==> config.mk <==
export PLATFORM = sky130hd
export DESIGN_NAME = mqnic_tx_req_arbiter
export DESIGN_NICKNAME = d
export VERILOG_FILES = /design/src/rtl/mqnic_tx_sched_pkg.sv /design/src/rtl/mqnic_rr_grant.sv /design/src/rtl/mqnic_tx_req_arbiter.sv
export SDC_FILE = /design/constraint.sdc
export NUM_CORES = 1
export LEC_CHECK = 0
export CAP_MARGIN = 20
export CORE_UTILIZATION = 30
export DETAILED_ROUTE_END_ITERATION = 16
export PLACE_DENSITY = 0.68
export SLEW_MARGIN = 20
export SYNTH_ARGS = -nofsm -noshare
export SYNTH_HDL_FRONTEND = slang
export SYNTH_HIERARCHICAL = 1
export SYNTH_SLANG_ARGS = --single-unit
==> constraint.sdc <==
create_clock -name clk -period 3.65 [get_ports clk]
set_input_delay 0.5475 -clock clk [delete_from_list [all_inputs] [get_ports clk]]
set_output_delay 0.5475 -clock clk [all_outputs]
set_load 0.05 [all_outputs]
==> src/rtl/mqnic_tx_sched_pkg.sv <==
// Shared definitions for the TX scheduler request path: select-width helper,
// request-tag pack/unpack helpers and counter width constants.
package mqnic_tx_sched_pkg;

  localparam int BYTE_CNT_W        = 32;
  localparam int OUTSTANDING_W_DEF = 6;

  // Width of the scheduler-select field carried in the upper tag bits.
  function automatic int sel_w(input int n);
    return (n > 1) ? $clog2(n) : 1;
  endfunction

  // {sel, tag} packing; the caller truncates to its own tag width.
  function automatic logic [31:0] tag_pack(input logic [31:0] sel, input logic [31:0] tag,
                                           input int tag_w);
    return (sel << tag_w) | tag;
  endfunction

  // Recovers the scheduler select from a packed tag.
  function automatic int tag_sel(input logic [31:0] tag, input int tag_w);
    return int'(tag >> tag_w);
  endfunction

endpackage

==> src/rtl/mqnic_rr_grant.sv <==
// Combinational rotate-priority encoder: first requester at or after the
// pointer (wrapping) wins. Pointer is assumed to be < N.
module mqnic_rr_grant #(
  parameter int N  = 2,
  parameter int SW = 1
) (
  input  logic [N-1:0]  i_req,
  input  logic [SW-1:0] i_ptr,
  output logic [N-1:0]  o_gnt,
  output logic [SW-1:0] o_idx,
  output logic          o_vld
);

  int w_j;

  // Scan N positions starting from the pointer and take the first request.
  always_comb begin
    o_gnt = '0;
    o_idx = '0;
    o_vld = 1'b0;
    w_j   = 0;
    for (int k = 0; k < N; k++) begin
      w_j = int'(i_ptr) + k;
      if (w_j >= N) w_j = w_j - N;
      if (!o_vld && i_req[w_j]) begin
        o_vld      = 1'b1;
        o_gnt[w_j] = 1'b1;
        o_idx      = SW'(w_j);
      end
    end
  end

endmodule

==> src/rtl/mqnic_tx_req_arbiter.sv <==
// Merges per-scheduler TX requests onto one engine port with round-robin
// arbitration gated by an outstanding-request limit, tags the scheduler
// index into the upper request-tag bits and routes statuses back.
// Optional feature macro: TX_REQ_ARB_BYTE_COUNT_EN (per-scheduler byte totals).
module mqnic_tx_req_arbiter
  import mqnic_tx_sched_pkg::*;
#(
  parameter int SCHED_COUNT        = 2,
  parameter int QUEUE_INDEX_WIDTH  = 8,
  parameter int REQ_TAG_WIDTH      = 8,
  parameter int AXIS_TX_DEST_WIDTH = 5,
  parameter int LEN_WIDTH          = 16,
  parameter int OUTSTANDING_WIDTH  = OUTSTANDING_W_DEF,
  localparam int SEL_W             = sel_w(SCHED_COUNT)
) (
  input  logic                                      clk,
  input  logic                                      rst,
  input  logic                                      enable,
  input  logic [OUTSTANDING_WIDTH-1:0]              outstanding_limit,
  input  logic [SCHED_COUNT*QUEUE_INDEX_WIDTH-1:0]  s_axis_tx_req_queue,
  input  logic [SCHED_COUNT*REQ_TAG_WIDTH-1:0]      s_axis_tx_req_tag,
  input  logic [SCHED_COUNT*AXIS_TX_DEST_WIDTH-1:0] s_axis_tx_req_dest,
  input  logic [SCHED_COUNT-1:0]                    s_axis_tx_req_valid,
  output logic [SCHED_COUNT-1:0]                    s_axis_tx_req_ready,
  output logic [QUEUE_INDEX_WIDTH-1:0]              m_axis_tx_req_queue,
  output logic [SEL_W+REQ_TAG_WIDTH-1:0]            m_axis_tx_req_tag,
  output logic [AXIS_TX_DEST_WIDTH-1:0]             m_axis_tx_req_dest,
  output logic                                      m_axis_tx_req_valid,
  input  logic                                      m_axis_tx_req_ready,
  input  logic [LEN_WIDTH-1:0]                      s_axis_tx_req_status_len,
  input  logic [SEL_W+REQ_TAG_WIDTH-1:0]            s_axis_tx_req_status_tag,
  input  logic                                      s_axis_tx_req_status_valid,
  output logic [LEN_WIDTH-1:0]                      m_axis_tx_req_status_len,
  output logic [REQ_TAG_WIDTH-1:0]                  m_axis_tx_req_status_tag,
  output logic [SCHED_COUNT-1:0]                    m_axis_tx_req_status_valid,
  output logic [SCHED_COUNT*OUTSTANDING_WIDTH-1:0]  outstanding_count,
  output logic                                      status_error,
  output logic [SCHED_COUNT*BYTE_CNT_W-1:0]         byte_count
);

  localparam int MTW = SEL_W + REQ_TAG_WIDTH;

  logic [QUEUE_INDEX_WIDTH-1:0]  w_queue [SCHED_COUNT];
  logic [REQ_TAG_WIDTH-1:0]      w_tag   [SCHED_COUNT];
  logic [AXIS_TX_DEST_WIDTH-1:0] w_dest  [SCHED_COUNT];
  logic [SCHED_COUNT-1:0]        w_elig, w_gnt, w_st_oh, w_zdec;
  logic [SEL_W-1:0]              w_gnt_idx;
  logic                          w_gnt_vld, w_load, w_grant;
  int                            w_st_sel;

  logic [SEL_W-1:0]              r_ptr;
  logic                          r_m_valid;
  logic [QUEUE_INDEX_WIDTH-1:0]  r_m_queue;
  logic [MTW-1:0]                r_m_tag;
  logic [AXIS_TX_DEST_WIDTH-1:0] r_m_dest;
  logic [SCHED_COUNT-1:0]        r_st_valid;
  logic [LEN_WIDTH-1:0]          r_st_len;
  logic [REQ_TAG_WIDTH-1:0]      r_st_tag;
  logic                          r_err;

  // Output register accepts a new beat whenever it is empty or draining.
  assign w_load   = !r_m_valid || m_axis_tx_req_ready;
  assign w_grant  = w_load && w_gnt_vld;
  assign w_st_sel = tag_sel(32'(s_axis_tx_req_status_tag), REQ_TAG_WIDTH);

  assign s_axis_tx_req_ready = w_load ? w_gnt : '0;

  mqnic_rr_grant #(.N(SCHED_COUNT), .SW(SEL_W)) u_rr (
    .i_req (w_elig),
    .i_ptr (r_ptr),
    .o_gnt (w_gnt),
    .o_idx (w_gnt_idx),
    .o_vld (w_gnt_vld)
  );

  for (genvar i = 0; i < SCHED_COUNT; i++) begin : g_sched
    logic [OUTSTANDING_WIDTH-1:0] r_count;
    logic                         w_inc, w_dec;

    assign w_queue[i] = s_axis_tx_req_queue[i*QUEUE_INDEX_WIDTH +: QUEUE_INDEX_WIDTH];
    assign w_tag[i]   = s_axis_tx_req_tag[i*REQ_TAG_WIDTH +: REQ_TAG_WIDTH];
    assign w_dest[i]  = s_axis_tx_req_dest[i*AXIS_TX_DEST_WIDTH +: AXIS_TX_DEST_WIDTH];
    assign w_elig[i]  = enable && s_axis_tx_req_valid[i] && (r_count < outstanding_limit);
    assign w_inc      = w_grant && w_gnt[i];
    assign w_dec      = s_axis_tx_req_status_valid && (w_st_sel == i);
    assign w_st_oh[i] = w_dec;
    assign w_zdec[i]  = w_dec && (r_count == '0);
    assign outstanding_count[i*OUTSTANDING_WIDTH +: OUTSTANDING_WIDTH] = r_count;

    // In-flight counter: grant increments, routed status decrements; a
    // decrement at zero (stale status) is ignored.
    always_ff @(posedge clk) begin
      if (rst)         r_count <= '0;
      else if (w_zdec[i]) r_count <= r_count + OUTSTANDING_WIDTH'(w_inc);
      else             r_count <= r_count + OUTSTANDING_WIDTH'(w_inc) - OUTSTANDING_WIDTH'(w_dec);
    end

`ifdef TX_REQ_ARB_BYTE_COUNT_EN
    logic [BYTE_CNT_W-1:0] r_bytes;
    // Accumulate status lengths for every status routed to this scheduler.
    always_ff @(posedge clk) begin
      if (rst)        r_bytes <= '0;
      else if (w_dec) r_bytes <= r_bytes + BYTE_CNT_W'(s_axis_tx_req_status_len);
    end
    assign byte_count[i*BYTE_CNT_W +: BYTE_CNT_W] = r_bytes;
`else
    assign byte_count[i*BYTE_CNT_W +: BYTE_CNT_W] = '0;
`endif
  end

  // Request output register and round-robin pointer advance on each grant.
  always_ff @(posedge clk) begin
    if (rst) begin
      r_m_valid <= 1'b0;
      r_m_queue <= '0;
      r_m_tag   <= '0;
      r_m_dest  <= '0;
      r_ptr     <= '0;
    end else if (w_load) begin
      r_m_valid <= w_gnt_vld;
      if (w_gnt_vld) begin
        r_m_queue <= w_queue[w_gnt_idx];
        r_m_tag   <= MTW'(tag_pack(32'(w_gnt_idx), 32'(w_tag[w_gnt_idx]), REQ_TAG_WIDTH));
        r_m_dest  <= w_dest[w_gnt_idx];
        r_ptr     <= (int'(w_gnt_idx) == SCHED_COUNT - 1) ? '0 : w_gnt_idx + 1'b1;
      end
    end
  end

  // Status return: one-hot valid to the issuing scheduler, sel stripped.
  always_ff @(posedge clk) begin
    if (rst) begin
      r_st_valid <= '0;
      r_st_len   <= '0;
      r_st_tag   <= '0;
    end else begin
      r_st_valid <= w_st_oh;
      r_st_len   <= s_axis_tx_req_status_len;
      r_st_tag   <= s_axis_tx_req_status_tag[REQ_TAG_WIDTH-1:0];
    end
  end

  // Sticky error: status to a nonexistent scheduler or to an idle counter.
  always_ff @(posedge clk) begin
    if (rst) r_err <= 1'b0;
    else if (s_axis_tx_req_status_valid && (!(|w_st_oh) || (|w_zdec))) r_err <= 1'b1;
  end

  assign m_axis_tx_req_valid        = r_m_valid;
  assign m_axis_tx_req_queue        = r_m_queue;
  assign m_axis_tx_req_tag          = r_m_tag;
  assign m_axis_tx_req_dest         = r_m_dest;
  assign m_axis_tx_req_status_valid = r_st_valid;
  assign m_axis_tx_req_status_len   = r_st_len;
  assign m_axis_tx_req_status_tag   = r_st_tag;
  assign status_error               = r_err;

endmodule

Yosys cells after proc, flatten, opt, wreduce, memory -nomap -nowiden. Index checks and enable logic that the tools add are counted.

Flip-flop bits (word level): 63. Bits in latches: 0. Memory bits (writable): 0. Bits in read-only memories: 0. Output and inout bits: 128. Memories kept: 0.

$add $sub $neg: 8. Multiply operators: 0. Divide/modulo/power cells: 0. Magnitude comparators: 9. Equal/unequal tests: 0. Shift-type cells: 0. Muxes and demuxes: 31. Bitwise operators: 3. Reduce and logical (&&, ||, !) cells: 26.

Operator list (number): $ge 32x1->1 const B (2); $lt 32x3->1 const B (2); $mux 32 (2); $mux 8 (6); $ge 32x3->1 const B (1); $logic_not 32->1 (1); $sub 32x3->32 const B (1); $logic_and 1x1->1 (15); $mux 5 (3); $mux 1 (13); $add 6x1->6 (2); $logic_not 6->1 (2); $lt 6x6->1 (2); $mux 6 (2); $sub 6x1->6 (2); $or 9x8->9 (1); $mux 2 (3); $reduce_or 2->1 (2); $logic_not 1->1 (3); $sub 1x2->3 const B (1); $add 1x1->2 const B (1); $demux 1 s1 (2); $ge 1x2->1 const B (1); $ge 2x2->1 const B (1); 5 further kinds (6).

Logic depth before layout (Yosys ltp).
Depth after elaboration: 14. Mapped depth: 15. Gate-level depth less buffers: 15.

Cells and area by module. The synthesis kept the hierarchy.

By module, submodules not included: mqnic_tx_req_arbiter (times used 1, cells each 348, area each 3281.9 um2); mqnic_rr_grant (times used 1, cells each 5, area each 32.5 um2).

Worst setup path after synthesis. Ideal clock, no wire load.

Kind: flip-flop to flip-flop. Start point: reg g_sched[1].r_count[1]. End point: reg g_sched[0].r_count[5]. Setup time: 0.128 ns. Arrival time: 3.157 ns. Required time: 3.522 ns. Path slack: 0.366 ns. Cell stages (with the launch flop): 15. Path buffers: 0. Clock period less this slack: 3.284 ns. Cell sequence: dfxtp_1 -> ha_1 -> a21o_1 -> a21o_1 -> a21o_1 -> a31oi_1 -> a21boi_0 -> and3_1 -> ha_1 -> ha_1 -> xnor2_1 -> and3_1 -> nand4_1 -> xnor2_1 -> nor2_1.

Elaborated cells between the ends (all ways): 20.

RTL lines: start: declaration (RTL line mqnic_tx_req_arbiter.sv:77) `logic [OUTSTANDING_WIDTH-1:0] r_count;`; start signal: assignment (RTL line mqnic_tx_req_arbiter.sv:94) `else if (w_zdec[i]) r_count <= r_count + OUTSTANDING_WIDTH'(w_inc);`; start signal: assignment (RTL line mqnic_tx_req_arbiter.sv:95) `else r_count <= r_count + OUTSTANDING_WIDTH'(w_inc) - OUTSTANDING_WIDTH'(w_dec);`; $lt 6x6->1 (*) (RTL line mqnic_tx_req_arbiter.sv:83) `assign w_elig[i] = enable && s_axis_tx_req_valid[i] && (r_count < outstanding_limit);`; $logic_and 1x1->1 (*) (RTL line mqnic_tx_req_arbiter.sv:83); net w_elig[1] (RTL line mqnic_tx_req_arbiter.sv:46) `logic [SCHED_COUNT-1:0] w_elig, w_gnt, w_st_oh, w_zdec;`; $mux 1 (not written as such) (3 in series) (RTL line mqnic_rr_grant.sv:25) `if (!o_vld && i_req[w_j]) begin`; $mux 1 (RTL line mqnic_rr_grant.sv:25); $logic_not 1->1 (RTL line mqnic_rr_grant.sv:25); $logic_and 1x1->1 (RTL line mqnic_rr_grant.sv:25); $mux 2 (*) (RTL line mqnic_rr_grant.sv:25); net w_gnt[0] (RTL line mqnic_tx_req_arbiter.sv:46); $logic_and 1x1->1 (*) (RTL line mqnic_tx_req_arbiter.sv:84) `assign w_inc = w_grant && w_gnt[i];`; $add 6x1->6 (*) (RTL line mqnic_tx_req_arbiter.sv:94, mqnic_tx_req_arbiter.sv:95); $sub 6x1->6 (RTL line mqnic_tx_req_arbiter.sv:95); $mux 6 (*) (RTL line mqnic_tx_req_arbiter.sv:94); end signal: assignment (RTL line mqnic_tx_req_arbiter.sv:94); end signal: assignment (RTL line mqnic_tx_req_arbiter.sv:95); end: declaration (RTL line mqnic_tx_req_arbiter.sv:77).

The timed path passes the listed nets; every way through them passes the cells marked *. The select of a mux whose other input is x is not followed. A chain may end at the register's enable or synchronous reset.

Final worst setup path.
Start point: in outstanding_limit[1]. End point: reg g_sched[1].r_count[5].

Elaborated cells between the ends (all ways): 22.

RTL lines: start: declaration (RTL line mqnic_tx_req_arbiter.sv:19) `input logic [OUTSTANDING_WIDTH-1:0] outstanding_limit,`; $lt 6x6->1 (*) (RTL line mqnic_tx_req_arbiter.sv:83); $logic_and 1x1->1 (*) (RTL line mqnic_tx_req_arbiter.sv:83); net w_elig[1] (RTL line mqnic_tx_req_arbiter.sv:46); $mux 1 (not written as such) (3 in series) (RTL line mqnic_rr_grant.sv:25); $mux 1 (RTL line mqnic_rr_grant.sv:25); $logic_not 1->1 (RTL line mqnic_rr_grant.sv:25); $logic_and 1x1->1 (RTL line mqnic_rr_grant.sv:25); $mux 2 (*) (RTL line mqnic_rr_grant.sv:25); net w_gnt[1] (RTL line mqnic_tx_req_arbiter.sv:46); $logic_and 1x1->1 (*) (RTL line mqnic_tx_req_arbiter.sv:84); $add 6x1->6 (*) (RTL line mqnic_tx_req_arbiter.sv:94, mqnic_tx_req_arbiter.sv:95); $sub 6x1->6 (RTL line mqnic_tx_req_arbiter.sv:95); $mux 6 (*) (RTL line mqnic_tx_req_arbiter.sv:94).

Marked as above.

==> results.cfg <==
[global_routing]
grt_max_degree = 64
number_of_global_route_vias_before_repair = 2474
grt_usage_pct = 13.13
grt_first_pass_wirelength_um = 11610
grt_antenna_before_repair = 0
grt-ovfl-total = 0

[logic_synthesis]
synthMostInstantiatedCell = sky130_fd_sc_hd__buf_4
yosys.area.top_type_share_pct = 38.05
synth_enable_flop_cells = 0
netlist_top_cells_area = sky130_fd_sc_hd__dfxtp_1 38%, sky130_fd_sc_hd__buf_4 14%, sky130_fd_sc_hd__ha_1 6.8%, sky130_fd_sc_hd__mux2i_1 6.3%, sky130_fd_sc_hd__a211oi_1 5.7%
synth-seq-area-share_pct = 38.05
total_of_flip_flops_plus_latches_after_synthesis = 63
netlist.top_cell.by_area = sky130_fd_sc_hd__dfxtp_1
ys_warn_count = 6
netlist-cell-type-count = 30
synthesis.area_per_instance_um2 = 9.389
synth-main-ff-cell = sky130_fd_sc_hd__dfxtp_1
synthArstFlopShare_pct = 0
syn_std_cell_area_um2 = 3314
yosys-top-cells-count = 64 x sky130_fd_sc_hd__buf_4, 63 x sky130_fd_sc_hd__dfxtp_1, 39 x sky130_fd_sc_hd__nor2_1
synthCells = 353

[power]
share_clk_of_total_power_pct = 22.5
sequential_power_share_pct = 32.3
leakage_nw = 2.072
power.ir.vdd_worst_v = 0.0002149
internal_pwr_total_mw = 1.570
power_density_nw_per_um2 = 551.1
power.total_mw = 2.729
power_spent_charging_and_discharging_nets_mw = 1.159
power.combinational.fraction_pct = 45.1
proportion_of_total_power_due_to_net_switching_pct = 42.46

[clock_tree]
post_cts_resize_count = 0
clock-root-buffer = sky130_fd_sc_hd__clkbuf_8
clock_tree.htree_level_count = 3
cts_max_path_buffers = 2
tritoncts_clock_tree = done
clock_sinks = 63
cts_buffers = 9
postCtsHoldBufs = 0
cts.reportedPaths.clkPinSlew_ps = 70
worstSkewPairLatency_ps = 340
postCtsSetupBuffers = 0

[sta]
grt_setup_unrepaired = no
achievable-frequency_mhz = 295.0
worst_margin_pin_slew_ps = 671.2
final.setup_skew_ps = 5.860
finalSetupViolations = 0
setup_total_negative_slack_ps = 0
timing.slew.headroom_pct = 55.25
final-hold-violation-count = 0
timing.final.max_slew_violations = 0
post-route-period-util_pct = 92.87
layout_min_cycle_time_ps = 3390

[cells_and_area]
post-route-util_pct = 45.88
final-seq-area_um2 = 1261
syn2layout_area_growth_pct = 49.41
proportion_of_layout_cells_with_a_drive_suffix_above_1_pct = 7.677
stdcell_count = 648
fin_nets = 601
antenna-diode-count = 0
fillCellCount = 1028
multi_input_comb_area_um2 = 1710

[worst_setup_path]
crit_fanout = 4
worstPathCellList = clkdlybuf4s50_1 -> inv_1 -> ha_1 -> a21o_1 -> a21o_1 -> a21o_1 -> a31oi_1 -> a21boi_0 -> and3_1 -> ha_1 -> ha_1 -> xnor2_1 -> and3_1 -> nand4_1 -> xnor2_1 -> nor2_1
timing.critical_path.from_type = input port
endpoint_kind = flop
cp.arrival_ps = 3600
slowest_library_cell_on_the_worst_path = sky130_fd_sc_hd__clkdlybuf4s50_1
cp.required_ps = 3860
setup.worst_path.class = in -> reg
critical_path.n_buffers_inverters = 2
path_delay_family = compound AO/OA/AOI/OAI gates
max_stage_delay_ps = 450

[route]
dr.pass1.iters = 4
detail_route.drc_violations = 0
average_wire_per_standard_cell_um = 11.67
vias_per_cell = 4.128
drtAntennaViolNets = 0
first_drt_iteration_drcs = 76
vias = 2675
postRouteWirelength_um = 7564

[placement]
place.detailed.hpwl_um = 5653
dp_cells = 632
gp_congestion = 0.7921
numPortBuffers = 143

[floorplanning]
fp-row-count = 38
die-area_um2 = 11470
die_h_um = 107.1
io_pins = 208
floorplan.initialDensity_pct = 30.71
die_width_um = 107.1
design.core.area_um2 = 10790

[min_path]
worst_hold_path_type = reg -> reg

[job]
drv_cap = 0

[outcome]
run_status = finished clean
metal layers:
metal / vias to the layer above / routed length, um / track usage, % / part of all wire, %
met5: - / 0 / 0 / 0
met4: 0 / 102 / 5.284 / 1.3
met3: 8 / 578 / 4.559 / 7.6
met2: 119 / 3851 / 23.00 / 51
met1: 1199 / 3032 / 14.43 / 40
li1: 1349 / - / - / -
area by class of cell:
class                           instances  share of cell area (%)
Sequential cell                        63                   25.47
Clock buffer                            9                   2.501
Multi-Input combinational cell        262                   34.54
Timing Repair Buffer                  155                   31.58
Inverter                               12                  0.9096
Tap cell                              140                   3.537
Clock inverter                          7                   1.465
sequential cells by signal, summed over array words and instances, names as in the netlist:
| register | flops |
|---|---|
| m_axis_tx_req_dest | 5 |
| g_sched.r_count | 12 |
| r_ptr | 1 |
| status_error | 1 |
| m_axis_tx_req_tag | 9 |
| m_axis_tx_req_status_len | 16 |
| m_axis_tx_req_queue | 8 |
| m_axis_tx_req_status_valid | 2 |
| m_axis_tx_req_valid | 1 |
| m_axis_tx_req_status_tag | 8 |
metrics by stage:
step / area (um2) / hold slack [ps] / setup WS, ps
6_report: 4952 / 458.6 / 260.2
5_1_grt: 4952 / 472.3 / 24.08
4_1_cts: 4950 / 467.2 / 246.6
3_5_place_dp: 4753 / 456.7 / -112.7
3_3_place_gp: 4753 / 452.1 / -35.36
2_1_floorplan: 3551 / 471.5 / 365.6
logic make-up (layout without fill, tap and decap cells):
kind of cell,count (synthesis),count (layout),share of synthesized area [%]
multiplexers,21,21,6.342
adder cells (fa/ha/maj),18,18,6.795
XOR/XNOR,16,16,4.681
flip-flops,63,63,38.05
AO/OA/AOI/OAI,40,40,8.720
buffers and inverters,91,183,17.82
other,1,64,0.1131
AND/OR/NAND/NOR,103,103,17.48
final timing paths:
path | cells past startpoint | start | to | slack [ps]
hold / removal | 2 | m_axis_tx_req_tag[8] | m_axis_tx_req_tag[8] | 460
hold reg to reg | 2 | m_axis_tx_req_tag[8] | m_axis_tx_req_tag[8] | 460
setup / recovery | 16 | outstanding_limit[1] | g_sched[1].r_count[5] | 260
setup reg to reg | 14 | g_sched[1].r_count[1] | g_sched[1].r_count[5] | 460
cell usage in the layout (no fill, tap or decap), types with 6 or more instances in the layout:
cell type                         count
sky130_fd_sc_hd__dfxtp_1             63
sky130_fd_sc_hd__xnor2_1             11
sky130_fd_sc_hd__mux2i_1             21
sky130_fd_sc_hd__nor2_1              39
sky130_fd_sc_hd__a21o_1               6
sky130_fd_sc_hd__nand2_1             11
sky130_fd_sc_hd__buf_4               11
sky130_fd_sc_hd__clkdlybuf4s50_1    140
sky130_fd_sc_hd__inv_1               12
sky130_fd_sc_hd__clkbuf_8             9
sky130_fd_sc_hd__ha_1                18
sky130_fd_sc_hd__a211oi_1            25
sky130_fd_sc_hd__nor2b_1             27
sky130_fd_sc_hd__conb_1              64
worst min-delay path: stages, from the launching register on:
cell and delay [ps]:
sky130_fd_sc_hd__dfxtp_1 310, sky130_fd_sc_hd__nand2_1 50, sky130_fd_sc_hd__a21oi_1 50
power by group through the flow:
stage	combinational (mW)	sequential, mW	clock, mW
after floorplan	0.583	1.21	0
after global placement	1.22	0.897	0
after detailed placement	1.24	0.901	0
after CTS	1.24	0.886	0.641
after global routing	1.31	0.896	0.677
final	1.23	0.883	0.615
Note: power is estimated with default switching activity, not from simulation.
